`src/rtl/ic_req_arbiter_pkg.sv`:
```
// Shared definitions for the two-requester peripheral-port arbiter.
//   ic_owner_t  : one-bit requester ID stored in the owner FIFO
//   IC_RQW/RSW  : default request/response payload widths
package ic_req_arbiter_pkg;

    localparam int IC_RQW = 64;
    localparam int IC_RSW = 33;

    typedef logic ic_owner_t;

    localparam ic_owner_t IC_OWNER_M0 = 1'b0;
    localparam ic_owner_t IC_OWNER_M1 = 1'b1;

    function automatic ic_owner_t ic_other(input ic_owner_t id);
        return ~id;
    endfunction

endpackage

```
`src/rtl/ic_req_arbiter_if.sv`:
```
// Request/response port bundle: req/gnt/reqdata request channel and
// recv/ack/rspdata response channel.
//   master : requester side (drives req, reqdata, ack)
//   slave  : responder side (drives gnt, recv, rspdata)
interface ic_req_arbiter_if
    import ic_req_arbiter_pkg::*;
#(
    parameter int RQW = IC_RQW,
    parameter int RSW = IC_RSW
) ();

    logic           req;
    logic           gnt;
    logic [RQW-1:0] reqdata;
    logic           recv;
    logic           ack;
    logic [RSW-1:0] rspdata;

    modport master (
        output req, reqdata, ack,
        input  gnt, recv, rspdata
    );

    modport slave (
        input  req, reqdata, ack,
        output gnt, recv, rspdata
    );

endinterface

```
`src/rtl/ic_req_arbiter_owner_fifo.sv`:
```
// In-order owner FIFO: remembers which requester issued each outstanding
// request so responses can be routed back.
//   clk/rst_n : clock, async active-low reset
//   push/din  : enqueue an owner ID
//   pop       : dequeue the head
//   dout      : current head (valid only when count != 0)
//   count     : number of entries held
module ic_owner_fifo
    import ic_req_arbiter_pkg::*;
#(
    parameter int WIDTH = 1,
    parameter int DEPTH = 2
) (
    input  logic                       clk,
    input  logic                       rst_n,
    input  logic                       push,
    input  logic                       pop,
    input  logic [WIDTH-1:0]           din,
    output logic [WIDTH-1:0]           dout,
    output logic [$clog2(DEPTH):0]     count
);

    localparam int PW = (DEPTH > 1) ? $clog2(DEPTH) : 1;
    localparam int CW = $clog2(DEPTH) + 1;

    logic [WIDTH-1:0] mem [DEPTH];
    logic [PW-1:0]    wr_ptr;
    logic [PW-1:0]    rd_ptr;

    // Explicit wrap keeps DEPTH==1 correct, where the pointer is wider than needed.
    function automatic logic [PW-1:0] ptr_inc(input logic [PW-1:0] p);
        return (p == PW'(DEPTH - 1)) ? '0 : p + 1'b1;
    endfunction

    always_ff @(posedge clk or negedge rst_n) begin
        if (!rst_n) begin
            wr_ptr <= '0;
            rd_ptr <= '0;
            count  <= '0;
        end else begin
            if (push) wr_ptr <= ptr_inc(wr_ptr);
            if (pop)  rd_ptr <= ptr_inc(rd_ptr);
            count <= count + CW'(push) - CW'(pop);
        end
    end

    always_ff @(posedge clk) begin
        if (push) mem[wr_ptr] <= din;
    end

    assign dout = mem[rd_ptr];

endmodule

```
`src/rtl/ic_req_arbiter.sv`:
```
// Shares one peripheral port between m0 (instruction fetch) and m1 (data).
// Round-robin grants, held while the peripheral stalls; responses are routed
// back in issue order through an owner FIFO. Both channels are pass-through.
//   g_clk/g_resetn : clock, async active-low reset
//   m0, m1         : requester ports
//   s              : shared peripheral port
//   err_stray      : sticky, response seen with nothing outstanding
module ic_req_arbiter
    import ic_req_arbiter_pkg::*;
#(
    parameter int RQW    = IC_RQW,
    parameter int RSW    = IC_RSW,
    parameter int MAX_OS = 2
) (
    input  logic             g_clk,
    input  logic             g_resetn,
    ic_req_arbiter_if.slave  m0,
    ic_req_arbiter_if.slave  m1,
    ic_req_arbiter_if.master s,
    output logic             err_stray
);

    localparam int CW = $clog2(MAX_OS) + 1;

    logic [CW-1:0]  count;
    ic_owner_t      head;
    ic_owner_t      sel;
    ic_owner_t      rr_last;
    ic_owner_t      lock_id;
    logic           lock;
    logic           can_issue;
    logic           sel_req;
    logic           s_req_int;
    logic           s_ack_int;
    logic           push;
    logic           pop;
    logic           empty;
    logic [RQW-1:0] reqdata_mux;
    logic [RSW-1:0] rspdata_fan;

    // Full blocks issue even if a pop lands this cycle, so gnt never depends on s.recv.
    assign can_issue = (count < CW'(MAX_OS));

    always_comb begin
        sel = IC_OWNER_M0;
        if (lock)
            sel = lock_id;
        else if (m0.req && m1.req)
            sel = ic_other(rr_last);
        else if (m1.req)
            sel = IC_OWNER_M1;
    end

    assign sel_req     = (sel == IC_OWNER_M1) ? m1.req : m0.req;
    assign reqdata_mux = (sel == IC_OWNER_M1) ? m1.reqdata : m0.reqdata;
    assign s_req_int   = can_issue && sel_req;
    assign push        = s_req_int && s.gnt;

    assign empty       = (count == '0);
    assign s_ack_int   = !empty && ((head == IC_OWNER_M1) ? m1.ack : m0.ack);
    assign pop         = s.recv && s_ack_int;
    assign rspdata_fan = s.rspdata;

    ic_owner_fifo #(
        .WIDTH (1),
        .DEPTH (MAX_OS)
    ) u_owner_fifo (
        .clk   (g_clk),
        .rst_n (g_resetn),
        .push  (push),
        .pop   (pop),
        .din   (sel),
        .dout  (head),
        .count (count)
    );

    // Lock pins the selection to a stalled requester until its handshake.
    always_ff @(posedge g_clk or negedge g_resetn) begin
        if (!g_resetn) begin
            rr_last   <= IC_OWNER_M1;
            lock      <= 1'b0;
            lock_id   <= IC_OWNER_M0;
            err_stray <= 1'b0;
        end else begin
            if (push) begin
                rr_last <= sel;
                lock    <= 1'b0;
            end else if (s_req_int) begin
                lock    <= 1'b1;
                lock_id <= sel;
            end
            if (s.recv && empty) err_stray <= 1'b1;
        end
    end

    // Outputs are forced low while reset is asserted.
    assign s.req      = g_resetn && s_req_int;
    assign s.reqdata  = g_resetn ? reqdata_mux : '0;
    assign s.ack      = g_resetn && s_ack_int;
    assign m0.gnt     = g_resetn && push && (sel == IC_OWNER_M0);
    assign m1.gnt     = g_resetn && push && (sel == IC_OWNER_M1);
    assign m0.recv    = g_resetn && s.recv && !empty && (head == IC_OWNER_M0);
    assign m1.recv    = g_resetn && s.recv && !empty && (head == IC_OWNER_M1);
    assign m0.rspdata = g_resetn ? rspdata_fan : '0;
    assign m1.rspdata = g_resetn ? rspdata_fan : '0;

endmodule

```
`src/flat_wrapper.sv`:
```
// flat-port wrapper written by rule: the top's interface ports become plain ports
module ic_req_arbiter_flat import ic_req_arbiter_pkg::*;
#(
    parameter int RQW    = IC_RQW,
    parameter int RSW    = IC_RSW,
    parameter int MAX_OS = 2
)
  (g_clk, g_resetn, err_stray, m0_req, m0_reqdata, m0_ack, m0_gnt, m0_recv, m0_rspdata, m1_req, m1_reqdata, m1_ack, m1_gnt, m1_recv, m1_rspdata, s_req, s_reqdata, s_ack, s_gnt, s_recv, s_rspdata);
  ic_req_arbiter_if #(.RQW(RQW), .RSW(RSW)) m0_i ();
  ic_req_arbiter_if #(.RQW(RQW), .RSW(RSW)) m1_i ();
  ic_req_arbiter_if #(.RQW(RQW), .RSW(RSW)) s_i ();
  input  logic g_clk;
  input  logic g_resetn;
  output logic err_stray;
  input wire logic [$bits(m0_i.req)-1:0] m0_req;
  input wire logic [$bits(m0_i.reqdata)-1:0] m0_reqdata;
  input wire logic [$bits(m0_i.ack)-1:0] m0_ack;
  output wire logic [$bits(m0_i.gnt)-1:0] m0_gnt;
  output wire logic [$bits(m0_i.recv)-1:0] m0_recv;
  output wire logic [$bits(m0_i.rspdata)-1:0] m0_rspdata;
  input wire logic [$bits(m1_i.req)-1:0] m1_req;
  input wire logic [$bits(m1_i.reqdata)-1:0] m1_reqdata;
  input wire logic [$bits(m1_i.ack)-1:0] m1_ack;
  output wire logic [$bits(m1_i.gnt)-1:0] m1_gnt;
  output wire logic [$bits(m1_i.recv)-1:0] m1_recv;
  output wire logic [$bits(m1_i.rspdata)-1:0] m1_rspdata;
  output wire logic [$bits(s_i.req)-1:0] s_req;
  output wire logic [$bits(s_i.reqdata)-1:0] s_reqdata;
  output wire logic [$bits(s_i.ack)-1:0] s_ack;
  input wire logic [$bits(s_i.gnt)-1:0] s_gnt;
  input wire logic [$bits(s_i.recv)-1:0] s_recv;
  input wire logic [$bits(s_i.rspdata)-1:0] s_rspdata;
  assign m0_i.req = m0_req;
  assign m0_i.reqdata = m0_reqdata;
  assign m0_i.ack = m0_ack;
  assign m0_gnt = m0_i.gnt;
  assign m0_recv = m0_i.recv;
  assign m0_rspdata = m0_i.rspdata;
  assign m1_i.req = m1_req;
  assign m1_i.reqdata = m1_reqdata;
  assign m1_i.ack = m1_ack;
  assign m1_gnt = m1_i.gnt;
  assign m1_recv = m1_i.recv;
  assign m1_rspdata = m1_i.rspdata;
  assign s_req = s_i.req;
  assign s_reqdata = s_i.reqdata;
  assign s_ack = s_i.ack;
  assign s_i.gnt = s_gnt;
  assign s_i.recv = s_recv;
  assign s_i.rspdata = s_rspdata;
  ic_req_arbiter #(.RQW(RQW), .RSW(RSW), .MAX_OS(MAX_OS)) u_core (.g_clk(g_clk), .g_resetn(g_resetn), .m0(m0_i), .m1(m1_i), .s(s_i), .err_stray(err_stray));
endmodule
```
`config.mk`:
```
export PLATFORM = sky130hd
export DESIGN_NAME = ic_req_arbiter_flat
export DESIGN_NICKNAME = d
export VERILOG_FILES = /design/src/rtl/ic_req_arbiter_pkg.sv /design/src/rtl/ic_req_arbiter_if.sv /design/src/rtl/ic_req_arbiter_owner_fifo.sv /design/src/rtl/ic_req_arbiter.sv /design/src/flat_wrapper.sv
export SDC_FILE = /design/constraint.sdc
export NUM_CORES = 1
export LEC_CHECK = 0
export ABC_AREA = 0
export BUFFER_PORTS_ARGS = -buffer_cell sky130_fd_sc_hd__buf_2
export CAP_MARGIN = 25
export CORE_AREA = 2 2 117 119
export CTS_BUF_LIST = sky130_fd_sc_hd__clkbuf_4 sky130_fd_sc_hd__clkbuf_8
export DETAILED_ROUTE_END_ITERATION = 8
export DIE_AREA = 0 0 119 121
export PLACE_DENSITY_LB_ADDON = 0.05
export SLEW_MARGIN = 20
export SYNTH_ARGS = -nofsm -noshare
export SYNTH_HDL_FRONTEND = slang
export SYNTH_HIERARCHICAL = 1
export SYNTH_SLANG_ARGS = --single-unit
```
`constraint.sdc`:
```
create_clock -name g_clk -period 2.9 [get_ports g_clk]
set_input_delay 0.29 -clock g_clk [delete_from_list [all_inputs] [get_ports g_clk]]
set_output_delay 0.29 -clock g_clk [all_outputs]
set_load 0.1 [all_outputs]
```
# After elaboration in Yosys (flattened, before gate mapping)
# Memory sizes are Yosys's and may differ from the RTL's.
# Cells that the tools add are included.
# word_totals
regBits,8
ram_bits,2
input_bits,169
elab_cells,50
memories,1
# memory_table
name,words,width,rd,rd_clocked_by_memory_dff,wr,line_no,text
u_core.u_owner_fifo.mem,2,1,1,0,1,ic_req_arbiter_owner_fifo.sv:26,logic [WIDTH-1:0] mem [DEPTH];
# op_classes
n_addsub,4
n_lt_le_gt_ge,1
mux,14
bitwise,4
n_reduce_logical,19
# ops
operator,n
64-bit 2-to-1 mux,2
33-bit 2-to-1 mux,1
1-bit logical AND,15
1-bit 2-to-1 mux,11
1-bit NOT,4
1-bit adder (second input constant),2
2-bit by 1-bit adder with 2-bit output,1
2-bit zero test,1
2-bit < comparator (second input constant),1
2-bit AND reduction,1
2-bit nonzero test,1
2-bit by 1-bit subtractor with 2-bit output,1
1-bit zero test,1

# Depth between registers and ports, before layout
# depth
word_depth,8
depth_mapped,8

# Hierarchy
# The synthesis kept the hierarchy.
# by_module_without_submodules
module,instances,cells_per_inst,area_per_inst_um2,seq_area_each_um2
ic_req_arbiter,1,319,1664.1,101.3
ic_owner_fifo,1,16,257.7,160.2

# Worst setup path after synthesis
# Ideal clock, no wire load.
# synth_path
kind,register -> output
start,register u_core.lock_id
end,output port m0_gnt
arrival_ns,4.120
required_time_ns,2.610
path_slack_ns,-1.510
stages_incl_launch_ff,5
cell_sequence,dfrtp_1 -> mux2i_1 -> a2111oi_2 -> nand2_1 -> nor2_1
# synth_via
elab_chain_cells,6
word_cells_on_any_way,7
cone_classes,mux (2); bitwise (1); reduce/logical (4)
# synth_rtl
element,line_no,text
"start, declared",ic_req_arbiter.sv:29,ic_owner_t lock_id;
"start signal, assigned",ic_req_arbiter.sv:90,lock_id <= sel;
1-bit 2-to-1 mux (*),ic_req_arbiter.sv:46,if (lock)
1-bit 2-to-1 mux,ic_req_arbiter.sv:54,assign sel_req = (sel == IC_OWNER_M1) ? m1.req : m0.req;
1-bit logical AND,ic_req_arbiter.sv:56,assign s_req_int = can_issue && sel_req;
1-bit logical AND,ic_req_arbiter.sv:57,assign push = s_req_int && s.gnt;
1-bit logical AND,ic_req_arbiter.sv:100,assign m0.gnt = g_resetn && push && (sel == IC_OWNER_M0);
1-bit logical AND (*),ic_req_arbiter.sv:100,
"end, declared",flat_wrapper.sv:18,output wire logic [$bits(m0_i.gnt)-1:0] m0_gnt;
# Mark *: on every way between the ends. The rest lies on a longest branch, timed or not.

# Worst setup path after layout
# layout_path
start,register u_core.lock
end,output port s_reqdata[12]
# layout_via
elab_chain_cells,3
# layout_rtl
element,line_no,text
"start, declared",ic_req_arbiter.sv:30,logic lock;
"start signal, assigned",ic_req_arbiter.sv:81,lock <= 1'b0;
"start signal, assigned",ic_req_arbiter.sv:87,lock <= 1'b0;
"start signal, assigned",ic_req_arbiter.sv:89,lock <= 1'b1;
1-bit 2-to-1 mux,ic_req_arbiter.sv:46,
64-bit 2-to-1 mux,ic_req_arbiter.sv:55,assign reqdata_mux = (sel == IC_OWNER_M1) ? m1.reqdata : m0.reqdata;
64-bit 2-to-1 mux,ic_req_arbiter.sv:98,assign s.reqdata = g_resetn ? reqdata_mux : '0;
"end, declared",flat_wrapper.sv:28,output wire logic [$bits(s_i.reqdata)-1:0] s_reqdata;
# No other way between the ends.

==> results.sh <==
export IMPL_fin_crit_ps=2607
export IMPL_drive_above_1_share=0.6199
export IMPL_r2r_setup_slack_ps=970
export IMPL_overflow=0
export IMPL_synth_top_flop_cell="dfrtp_1"
export IMPL_power_uw=5224
export IMPL_max_freq_mhz=383.5
export IMPL_hold_class="in -> async"
export IMPL_dp_slack_ps=532.8
export IMPL_grt_use_total=0.1260
export IMPL_clk_pin_slew_ps=50
export IMPL_grt_pass1_vias=2816
export IMPL_crit_path_max_fanout=31
export IMPL_synth_avg_cell_area_um2=5.737
export IMPL_root_buffer="clkbuf_8"
export IMPL_diodes=0
export IMPL_maxSlewHeadroom=0.5233
export IMPL_via_count=3060
export IMPL_async_reset_ff_frac=0.8000
export IMPL_ff2ff_path_depth=8
export IMPL_hpwl_um=8160
export IMPL_fin_crit_sh=0.8991
export IMPL_timing_rr_end="u_core/u_owner_fifo/count[1]$_DFF_PN0_"
export IMPL_h_tree_depth=1
export IMPL_stdcell_area_um2=4671
export IMPL_drt_vias_per_instance=3.984
export IMPL_io_buffers=305
export IMPL_synthToLayoutAreaGrowth_pct=143.0
export IMPL_synth_area_um2=1922
export IMPL_use_met3=0.05075
export IMPL_drt_first_pass_iters=6
export IMPL_placementRows=42
export IMPL_clock_sinks=10
export IMPL_finalSetupViolations=0
export IMPL_max_slew_worst_pin_slew_ps=715.1
export IMPL_post_drt_wl_per_cell_um=12.75
export IMPL_report_final_slew_viol_count=0
export IMPL_dr_first_iter_drc_count=57
export IMPL_postCtsSetupBuffers=0
export IMPL_regToRegStartpoint="u_core/u_owner_fifo/count[1]$_DFF_PN0_"
export IMPL_gp_congestion=0.7621
export IMPL_vdd_drop_max_uv=545.1
export IMPL_totalWireLength_um=9795
export IMPL_die_area_um2=14400
export IMPL_antenna_found_initial=0
export IMPL_leakage_uw=0.002371
export IMPL_drv_cap=0
export IMPL_dp_cells=764
export IMPL_place_area_um2=4626
export IMPL_core_area_um2=13090
export IMPL_fin_util=0.3570
export IMPL_cp_start_kind="flop"
export IMPL_nets=764
export IMPL_met1_usage=0.1334
export IMPL_seq_area_frac_synth=0.1361
export IMPL_use_met2=0.2464
export IMPL_setup_ws_ps=292.7
export IMPL_cts_tree="yes"
export IMPL_synth_edf_count=2
export IMPL_busiest_layer="met2"
export IMPL_ys_warn_count=6
export IMPL_postSynthCellCount=335
export IMPL_cts_buffer_depth=2
export IMPL_n_fill_cell=1371
export IMPL_start_util=0.1469
export IMPL_io_pins=306
export IMPL_rsz0062_at_grt="no"
export IMPL_outcome="finished clean"
export IMPL_p_per_area_nw_per_um2=1118
export IMPL_ctsResizeCount=0
export IMPL_grt_pass1_wl_um=14740
export IMPL_crit_type="reg -> out"
export IMPL_grt_max_degree=68
export IMPL_drc=0
export IMPL_fin_cells=768
export IMPL_critPathCaptureType="primary output"
export IMPL_clk_latency_ps=240
export IMPL_die_x_um=119
export IMPL_ys_ff_latch=10
export IMPL_ys_types=28
export IMPL_die_h_um=121
export IMPL_synth_fp_nets=506
export IMPL_hold_viol_final=0
export IMPL_cts_made_buffers=3
export IMPL_fin_skew_ps=6.162
export IMPL_worst_endpoint_required_ps=2610
export IMPL_arrival_ps=2320
export IMPL_antenna_left=0
export IMPL_ctsHoldBuffers=0
-- critical path, cell delays in order (launching register included) --
cell and delay (ps):
dfrtp_1 440, nor2b_1 270, a21boi_4 90, inv_2 460
buf_4 290, nand2_1 70, a21oi_1 230, buf_12 210
-- registers in the layout (all words and copies together), names as in the netlist --
| signal | count |
|---|---|
| u_core/rr_last | 1 |
| u_core/u_owner_fifo/wr_ptr | 1 |
| u_core/u_owner_fifo/rd_ptr | 1 |
| u_core/lock | 1 |
| u_core/u_owner_fifo/mem | 2 |
| u_core/u_owner_fifo/count | 2 |
| u_core/lock_id | 1 |
| u_core/err_stray | 1 |
-- Yosys cell counts, types with 3 or more instances --
library cell / instances / area share
a21oi_1: 66 / 0.17
and2_1: 34 / 0.11
buf_2: 8 / 0.021
buf_4: 34 / 0.13
clkbuf_1: 14 / 0.027
dfrtp_1: 7 / 0.091
inv_1: 6 / 0.012
nand2_1: 131 / 0.26
nor2_1: 7 / 0.014
nor3_1: 3 / 0.0078
-- kinds of logic after synthesis --
logic type,count (synthesis),share of synthesized area
AND/OR/NAND/NOR,177,0.3945
AO/OA/AOI/OAI,75,0.2162
buffers and inverters,64,0.1966
flip-flops,10,0.1361
multiplexers,4,0.02214
XOR/XNOR,3,0.02148
adder cells (fa/ha/maj),2,0.01302
-- metal layers --
layer | up-vias | wire, µm
met3 | 2 | 1146
met1 | 1328 | 3413
met2 | 172 | 5231
met4 | 0 | 4
li1 | 1558 | -
met5 | - | 0
-- worst max-delay path by stage --
stage	startpoint	to	slack [ps]
6_report	u_core/lock$_DFFE_PN0P_	s_reqdata[12]	290
5_1_grt	u_core/lock$_DFFE_PN0P_	s_reqdata[12]	90
4_1_cts	u_core/lock$_DFFE_PN0P_	s_reqdata[12]	270
3_5_place_dp	u_core/lock$_DFFE_PN0P_	s_reqdata[12]	530
3_3_place_gp	u_core/lock$_DFFE_PN0P_	s_reqdata[12]	540
2_1_floorplan	u_core/lock_id$_DFFE_PN0P_	m0_gnt	-250
-- stage by stage --
stage / TNS [ps] / hold slack (ps)
6_report: 0 / 87.50
3_5_place_dp: 0 / 353.3
2_1_floorplan: -493.3 / -5.591
5_1_grt: 0 / 131.8
3_3_place_gp: 0 / 333.8
4_1_cts: 0 / 98.64
-- placed cells by master, fill, tap and decap left out --
cell type  instances
buf_2            235
nand2_1          131
buf_12            72
a21oi_2           41
and2_1            34
a21oi_1           25
dfrtp_1            7
nor2_1             5
inv_1              5
clkbuf_8           3
nor3_2             3
buf_4              3
nor2b_1            2
mux2i_1            2
o21ai_0            2
nor2_2             2
mux2_2             2
xor2_1             2
ha_1               2
edfxtp_1           2
clkinv_1           1
a21boi_4           1
inv_2              1
clkinv_2           1
a2111oi_4          1
o311ai_0           1
a21o_1             1
o41ai_2            1
o41ai_1            1
o31ai_1            1
dfstp_2            1
xor3_1             1
-- power by group --
| part | internal, µW | leakage, µW | switching, µW |
|---|---|---|---|
| combinational | 1480 | 0.00224 | 3320 |
| clock | 93.0 | 0.0000231 | 56.5 |
| sequential | 212 | 0.000108 | 63.9 |
| total | 1790 | 0.00237 | 3440 |
-- layout make-up --
cell class | instances | area (µm²) | share of cell area
repair buffers | 310 | 2640 | 0.5652
clock inverters | 1 | 3.754 | 0.0008036
clock buffers | 3 | 41.29 | 0.008840
inverters | 7 | 27.53 | 0.005893
well taps | 176 | 220.2 | 0.04715
multi-input cells | 261 | 1476 | 0.3161
flip-flops and latches | 10 | 261.5 | 0.05599
No activity file was read; power rests on OpenSTA's default activity.
